**config.mk**
```make
export PLATFORM = sky130hd
export DESIGN_NAME = our_onehot_gray_receiver
export DESIGN_NICKNAME = d
export VERILOG_FILES = /design/src/rtl/our_onehot_gray_receiver.sv
export SDC_FILE = /design/constraint.sdc
export NUM_CORES = 1
export LEC_CHECK = 0
export CORE_UTILIZATION = 25
export DETAILED_ROUTE_END_ITERATION = 12
export PLACE_DENSITY = 0.41
export SLEW_MARGIN = 20
export SYNTH_ARGS = -nofsm -noshare
export SYNTH_HDL_FRONTEND = slang
export SYNTH_SLANG_ARGS = --single-unit
```
**constraint.sdc**
```tcl
create_clock -name clk -period 9.7 [get_ports clk]
set_input_delay 1.455 -clock clk [delete_from_list [all_inputs] [get_ports clk]]
set_output_delay 1.455 -clock clk [all_outputs]
set_load 0.1 [all_outputs]
```
**src/rtl/our_onehot_gray_receiver.sv**
```systemverilog
// One-hot to Gray re-encoder with a bit-serial Gray-to-binary stage and valid/ready output.
// Optional sequence checker enabled by defining OUR_SEQ_CHECK_EN.
module our_onehot_gray_receiver (
  input  logic        clk,
  input  logic        rst_n,
  input  logic        in_valid,
  output logic        in_ready,
  input  logic [15:0] in_onehot,
  output logic        out_valid,
  input  logic        out_ready,
  output logic [3:0]  out_gray,
  output logic [3:0]  out_binary,
  output logic        out_err,
  output logic        seq_err,
  output logic [7:0]  err_count,
  output logic [1:0]  dbg_state
);

  // Handshakes: a transfer occurs on a rising edge where valid && ready are both high;
  // in_ready depends only on state, and out_valid holds until out_ready is seen.
  typedef enum logic [1:0] {
    S_IDLE = 2'd0,
    S_CONV = 2'd1,
    S_HOLD = 2'd2
  } state_t;

  state_t      state_q, state_d;
  logic [1:0]  step_q, step_d;
  logic [3:0]  g_q, g_d;
  logic [3:0]  b_q, b_d;
  logic        err_q, err_d;
  logic [3:0]  out_gray_q, out_gray_d;
  logic [3:0]  out_binary_q, out_binary_d;
  logic        out_err_q, out_err_d;
  logic [7:0]  err_count_q, err_count_d;
  logic [3:0]  hi_idx;
  logic [4:0]  ones;
  logic [3:0]  b_n;
`ifdef OUR_SEQ_CHECK_EN
  logic        seq_err_q, seq_err_d;
  logic [3:0]  last_bin_q, last_bin_d;
  logic        has_ref_q, has_ref_d;
`endif

  always_comb begin
    hi_idx = 4'd0;
    ones   = 5'd0;
    for (int i = 0; i < 16; i++) begin
      if (in_onehot[i]) begin
        hi_idx = 4'(i);
        ones   = ones + 5'd1;
      end
    end
  end

  always_comb begin
    state_d      = state_q;
    step_d       = step_q;
    g_d          = g_q;
    b_d          = b_q;
    err_d        = err_q;
    out_gray_d   = out_gray_q;
    out_binary_d = out_binary_q;
    out_err_d    = out_err_q;
    err_count_d  = err_count_q;
    in_ready     = 1'b0;
    out_valid    = 1'b0;
    b_n          = b_q;
`ifdef OUR_SEQ_CHECK_EN
    seq_err_d    = seq_err_q;
    last_bin_d   = last_bin_q;
    has_ref_d    = has_ref_q;
`endif
    case (state_q)
      S_IDLE: begin
        in_ready = 1'b1;
        if (in_valid) begin
          g_d     = hi_idx;
          err_d   = (ones != 5'd1);
          b_d     = {hi_idx[3], 3'b000};
          step_d  = 2'd2;
          state_d = S_CONV;
        end
      end
      S_CONV: begin
        b_n[step_q] = b_q[step_q + 2'd1] ^ g_q[step_q];
        b_d         = b_n;
        if (step_q == 2'd0) begin
          state_d      = S_HOLD;
          out_gray_d   = g_q;
          out_binary_d = b_n;
          out_err_d    = err_q;
`ifdef OUR_SEQ_CHECK_EN
          seq_err_d    = has_ref_q && !err_q && (b_n != last_bin_q + 4'd1);
`endif
        end else begin
          step_d = step_q - 2'd1;
        end
      end
      S_HOLD: begin
        out_valid = 1'b1;
        if (out_ready) begin
          state_d = S_IDLE;
          if (out_err_q && (err_count_q != 8'hff))
            err_count_d = err_count_q + 8'd1;
`ifdef OUR_SEQ_CHECK_EN
          // Only clean words become the reference for the next comparison.
          if (!out_err_q) begin
            last_bin_d = out_binary_q;
            has_ref_d  = 1'b1;
          end
`endif
        end
      end
      default: state_d = S_IDLE;
    endcase
  end

  always_ff @(posedge clk) begin
    if (!rst_n) begin
      state_q      <= S_IDLE;
      step_q       <= 2'd0;
      g_q          <= 4'd0;
      b_q          <= 4'd0;
      err_q        <= 1'b0;
      out_gray_q   <= 4'd0;
      out_binary_q <= 4'd0;
      out_err_q    <= 1'b0;
      err_count_q  <= 8'd0;
`ifdef OUR_SEQ_CHECK_EN
      seq_err_q    <= 1'b0;
      last_bin_q   <= 4'd0;
      has_ref_q    <= 1'b0;
`endif
    end else begin
      state_q      <= state_d;
      step_q       <= step_d;
      g_q          <= g_d;
      b_q          <= b_d;
      err_q        <= err_d;
      out_gray_q   <= out_gray_d;
      out_binary_q <= out_binary_d;
      out_err_q    <= out_err_d;
      err_count_q  <= err_count_d;
`ifdef OUR_SEQ_CHECK_EN
      seq_err_q    <= seq_err_d;
      last_bin_q   <= last_bin_d;
      has_ref_q    <= has_ref_d;
`endif
    end
  end

  assign out_gray   = out_gray_q;
  assign out_binary = out_binary_q;
  assign out_err    = out_err_q;
  assign err_count  = err_count_q;
  assign dbg_state  = state_q;
`ifdef OUR_SEQ_CHECK_EN
  assign seq_err    = seq_err_q;
`else
  assign seq_err    = 1'b0;
`endif

endmodule
```
==> impl_metrics.json, run 1 <==
{
  "ios": 42,
  "drive_gt1_share_pct": 32.4,
  "synth_compound_area_share_pct": 17.9,
  "synth_top_family_by_area": "simple AND/OR/NAND/NOR gates",
  "htree_levels": 2,
  "final.period_utilization_pct": 99.5,
  "synthMuxAreaShare_pct": 5.93,
  "crit_arrival_ns": 9.82,
  "io_buffers": 40,
  "finalHoldViolCount": 0,
  "crit_type": "input pin to flop",
  "drc_errors": 2,
  "yosysUniqueCellTypes": 65,
  "grt_usage_pct": 13.5,
  "antenna_found_initial": 0,
  "ctsHoldBuffers": 0,
  "crit_top_cell": "buf_4",
  "slew_viol_final": 0,
  "syn2layout_area_growth_pct": 52.3,
  "reg2reg_setup_slack_ns": 7.59,
  "grt_pass1_wl_mm": 13.8,
  "setup_viol": 0,
  "stdcell_area_um2": 4570,
  "required_ns": 9.86,
  "synthXorXnorAreaFrac_pct": 20.7,
  "pwr_density_cell_nw_per_um2": 264,
  "dieArea_um2": 12400,
  "vias": 2943,
  "yosys_warnings": 0,
  "core.rowCount": 39,
  "syn_area_per_cell_um2": 8.10,
  "synth-seq-cells": 30,
  "endpoint_kind": "flop",
  "clk_pin_slew_ns": 0.05,
  "clockRootBuffer": "clkbuf_16",
  "relSlewSlack_pct": 34.3,
  "post-route-util_pct": 39.5,
  "hpwl_mm": 5.80,
  "drt-initial-drc-count": 141,
  "num-fill-cells": 1161,
  "crit_fanout": 3,
  "drv_cap": 0,
  "clk_latency_ns": 0.27,
  "multi_input_area_um2": 2500,
  "fin_skew_ns": 0.00532,
  "fp.dieH_um": 112,
  "gp_congestion": 0.739,
  "synthCells": 370,
  "synth_edf_count": 0,
  "vdd_drop_max_mv": 0.181,
  "cts_tree": "done",
  "dpl_cell_area_um2": 3860,
  "syn_area_um2": 3000,
  "startpoint_type": "input pin",
  "clock-sinks": 30,
  "synthFlopType": "dfxtp_1",
  "grt_max_degree": 27,
  "cts_made_buffers": 5,
  "clockBufferDepth": 2,
  "synth-adder-area-share_pct": 8.35,
  "regArea_um2": 601,
  "ant_nets": 0,
  "initial_core_util_pct": 25.9,
  "synth_fp_nets": 410,
  "drt_pass1_iterations": 9,
  "wl_per_cell_um": 13.0,
  "yosysSeqAreaShare_pct": 20.0,
  "total_power_mw": 1.20,
  "violations": "design-rule violations",
  "yosys.area_share.simple_pct": 22.1,
  "design.final.nets": 523,
  "slowest_delay_ns": 0.30,
  "tightest_slew_ns": 0.982,
  "die_w_um": 112,
  "p_leak_nw": 1.89,
  "rsz0062_at_grt": "true",
  "status": "finished, violations left",
  "diodes": 0,
  "avgViaCountPerCell": 4.69,
  "min_path_type": "flop to flop",
  "setup_tns_ns": 0,
  "routed_wl_mm": 8.15,
  "crit_slowest_cell": "ha_1",
  "core-area_um2": 11600,
  "async_flop_share_pct": 0,
  "max_freq_mhz": 104,
  "overflow": 0,
  "fin_crit_ns": 9.66,
  "grt_pass1_vias": 2927
}
[cells in the mapped netlist (11+ instances only)]
cell type | n | share of area (%)
dfxtp_1 | 30 | 20
inv_1 | 15 | 1.9
nand3_1 | 13 | 2.2
ha_1 | 20 | 8.3
xor2_1 | 14 | 4.1
a21oi_1 | 20 | 3.3
clkbuf_1 | 12 | 1.5
nor2_1 | 40 | 5.0
xnor2_1 | 21 | 6.1
nand2_1 | 39 | 4.9
mux2i_1 | 11 | 3.7
o21ai_0 | 19 | 3.2
[area by class of cell]
cell class / instances / share of cell area (%)
Multi-Input combinational cell: 303 / 54.9
Timing Repair Buffer: 125 / 23.1
Sequential cell: 30 / 13.2
Tap cell: 143 / 3.92
Clock buffer: 6 / 3.04
Inverter: 18 / 1.67
Clock inverter: 2 / 0.274
[critical path, delay by kind of cell]
kind                     cells  cell delay, ns
buffers and inverters       26            3.14
multiplexers                 3            0.77
AO/OA/AOI/OAI                7            1.08
XOR/XNOR                     3            0.52
adder cells (fa/ha/maj)      8            1.90
AND/OR/NAND/NOR              8            0.95
[metal layers]
layer | wire length (um) | GRT usage (%) | vias to the layer above
met3 | 225 | 1.58 | 9
met5 | 0 | 0 | -
met1 | 3840 | 17.5 | 1356
met4 | 87 | 3.33 | 0
li1 | - | - | 1529
met2 | 4000 | 23.9 | 49
[cell families (layout without fill, tap and decap cells)]
logic type | count (synthesis) | in the layout
other | 1 | 1
muxes | 15 | 15
adders and majority gates | 20 | 20
and+or+nand+nor | 138 | 138
DFF | 30 | 30
buffers and inverters | 37 | 151
AOI/OAI and AO/OA | 79 | 79
xor gates and xnor gates | 50 | 50
[registers in the layout (all words and copies together) (netlist names), 2 cells and up]
signal      flops
dbg_state       2
err_count       8
step_q          2
out_binary      4
b_q             4
g_q             4
out_gray        4
[where the power goes]
part	switching [mW]	internal [mW]
Combinational	0.413	0.501
Clock	0.0522	0.101
Sequential	0.00569	0.130
[worst paths after layout]
check,cells past startpoint,from,end
worst max-delay path,55,in_onehot[0],err_q
worst min-delay path,2,out_binary[0],out_binary[0]
worst max register to register,7,step_q[0],b_q[1]
worst min register to register,2,out_binary[0],out_binary[0]
[placed cells by master, fill, tap and decap left out, types with 13 or more instances in the layout]
cell type	instances
nand3_1	13
clkdlybuf4s50_1	36
o21ai_0	13
buf_4	82
nor2_1	40
xnor2_1	20
xor2_1	14
a21oi_1	19
dfxtp_1	30
nand2_1	31
[per-stage QoR]
step	setup WS [ns]	std cells	hold slack (ns)
after floorplan	-0.0886	370	0.445
after global placement	-0.813	569	0.450
after detailed placement	-0.951	569	0.454
after CTS	-0.0204	621	0.461
after global routing	-0.225	627	0.494
final	0.0441	627	0.457
[repair_timing]
item | in CTS | in global routing
cloned | 0 | 0
gates resized for setup | 32 | 22
pin swaps | 27 | 32
setup buffers | 45 | 7
endpoints found under the setup margin | 1 | 1
endpoints found under the hold margin | 0 | 0
Power figures use the tool's default switching activity.
==> run 2: changes to the inputs <==
--- a/config.mk
+++ b/config.mk
@@ -5,10 +5,10 @@
 export SDC_FILE = /design/constraint.sdc
 export NUM_CORES = 1
 export LEC_CHECK = 0
+export CORE_MARGIN = 2
 export CORE_UTILIZATION = 25
 export DETAILED_ROUTE_END_ITERATION = 12
 export PLACE_DENSITY = 0.41
-export SLEW_MARGIN = 20
 export SYNTH_ARGS = -nofsm -noshare
 export SYNTH_HDL_FRONTEND = slang
 export SYNTH_SLANG_ARGS = --single-unit
==> impl_metrics.json, run 2 (synthesized netlist as in run 1, its figures left out) <==
{
  "status": "completed",
  "p_leak_nw": 2.09,
  "crit_top_cell": "buf_4",
  "io_buffers": 40,
  "dieArea_um2": 12900,
  "final.setup.worst_slack_ns": 0.0296,
  "drt_pass1_iterations": 4,
  "core-area_um2": 11600,
  "diodes": 0,
  "grt_max_degree": 27,
  "vias": 3154,
  "grt_usage_pct": 14.3,
  "clockRootBuffer": "clkbuf_16",
  "min_path_type": "flop to flop",
  "place_ws_ns": -0.962,
  "vdd_drop_max_mv": 0.205,
  "slowest_delay_ns": 0.39,
  "endpoint_kind": "flop",
  "die_w_um": 114,
  "pwr_density_cell_nw_per_um2": 263,
  "crit_slowest_cell": "xnor3_1",
  "initial_core_util_pct": 25.9,
  "max_freq_mhz": 103,
  "ctsHoldBuffers": 0,
  "fp.dieH_um": 114,
  "ant_nets": 0,
  "mostFrequentLayoutCells": "buf_4, nor2_1, clkdlybuf4s50_1",
  "wl_per_cell_um": 13.9,
  "post-route-util_pct": 42.8,
  "reg2reg_setup_slack_ns": 7.55,
  "hpwl_mm": 5.90,
  "rsz0062_at_grt": "true",
  "crit_arrival_ns": 9.83,
  "clk_latency_ns": 0.27,
  "final.period_utilization_pct": 99.7,
  "setup_tns_ns": 0,
  "num-fill-cells": 1139,
  "slew_viol_final": 0,
  "largest_reg_flops": 8,
  "gp_congestion": 0.731,
  "mostFrequentLayoutCell": "buf_4",
  "finalHoldViolCount": 0,
  "cts_made_buffers": 5,
  "crit_type": "input pin to flop",
  "drv_cap": 0,
  "ios": 42,
  "htree_levels": 2,
  "drc_errors": 0,
  "tightest_slew_ns": 0.982,
  "setup_viol": 0,
  "grt_pass1_vias": 3200,
  "crit_fanout": 4,
  "design.final.nets": 562,
  "drt-initial-drc-count": 113,
  "startpoint_type": "input pin",
  "fin_crit_ns": 9.67,
  "core.rowCount": 39,
  "routed_wl_mm": 9.28,
  "clockBufferDepth": 2,
  "overflow": 0,
  "drive_gt1_share_pct": 38.4,
  "relSlewSlack_pct": 34.4,
  "clock-sinks": 30,
  "cts_tree": "done",
  "required_ns": 9.86,
  "fin_skew_ns": 0.00322,
  "antenna_found_initial": 0,
  "grt_pass1_wl_mm": 15.1,
  "syn2layout_area_growth_pct": 65.2,
  "clk_pin_slew_ns": 0.05,
  "avgViaCountPerCell": 4.74
}
[run 2: cell types whose count changed in the layout (fill, tap and decap cells not counted), sizes merged]
cell,previous run,this run
bufinv,0,1
clkinv,3,4
clkinvlp,1,0
buf,87,126
clkbuf,7,6
[run 2: area by class of cell]
class                   instances  area, um2  area share, %
clock inverters                 3       40.0          0.808
inverters                      18       71.3           1.44
well taps                     143        179           3.61
clock buffers                   5        125           2.53
repair buffers                164       1340           27.0
multi-input cells             303       2600           52.5
flip-flops and latches         30        601           12.1
[run 2: final timing paths]
check                start            end  cells after the start
max           in_onehot[0]          err_q                     60
max reg2reg      step_q[0]         b_q[1]                      7
min          out_binary[0]  out_binary[0]                      2
min reg2reg  out_binary[0]  out_binary[0]                      2
[run 2: critical path, delay by kind of cell]
kind | cells | cell delay, ns
xor gates and xnor gates | 5 | 1.01
and+or+nand+nor | 4 | 0.43
muxes | 1 | 0.28
AOI/OAI and AO/OA | 3 | 0.70
adders and majority gates | 2 | 0.42
buffers and inverters | 45 | 5.49
[run 2: per-layer routing]
metal	wire length, um	global-route usage, %	up-vias
li1	-	-	1612
met1	4220	17.7	1462
met2	4580	25.5	56
met3	237	1.97	24
met4	240	5.28	0
met5	0	0	-
[run 2: through the flow]
| stage | std cells | cell area (um2) | total power, mW | hold slack, ns |
|---|---|---|---|---|
| global placement | 571 | 3870 | 0.802 | 0.449 |
| CTS | 661 | 4730 | 1.17 | 0.460 |
| global route | 666 | 4950 | 1.40 | 0.495 |
| finish | 666 | 4950 | 1.30 | 0.460 |
| detailed placement | 571 | 3870 | 0.803 | 0.453 |
| floorplan | 370 | 3100 | 0.625 | 0.445 |
[run 2: report_power, final]
group	total, mW	leakage (nW)	switching, mW	internal, mW
clock	0.172	0.0836	0.0524	0.120
combinational	0.993	1.77	0.442	0.551
sequential	0.136	0.244	0.00556	0.130
total	1.30	2.09	0.500	0.801
[run 2: repair_timing]
item | in CTS | in global routing
gates resized for setup | 27 | 36
buffers inserted | 82 | 11
setup endpoints to repair | 1 | 1
cloned | 0 | 0
pin swaps | 28 | 37
==> run 3: changes to the inputs <==
--- a/config.mk
+++ b/config.mk
@@ -7,8 +7,11 @@
 export LEC_CHECK = 0
 export CORE_MARGIN = 2
 export CORE_UTILIZATION = 25
+export CTS_CLUSTER_DIAMETER = 120
+export CTS_CLUSTER_SIZE = 28
 export DETAILED_ROUTE_END_ITERATION = 12
 export PLACE_DENSITY = 0.41
 export SYNTH_ARGS = -nofsm -noshare
 export SYNTH_HDL_FRONTEND = slang
 export SYNTH_SLANG_ARGS = --single-unit
+export TNS_END_PERCENT = 10
==> results of run 3 <==
Same layout as run 2: the final DEF is identical, and so are final timing and power.
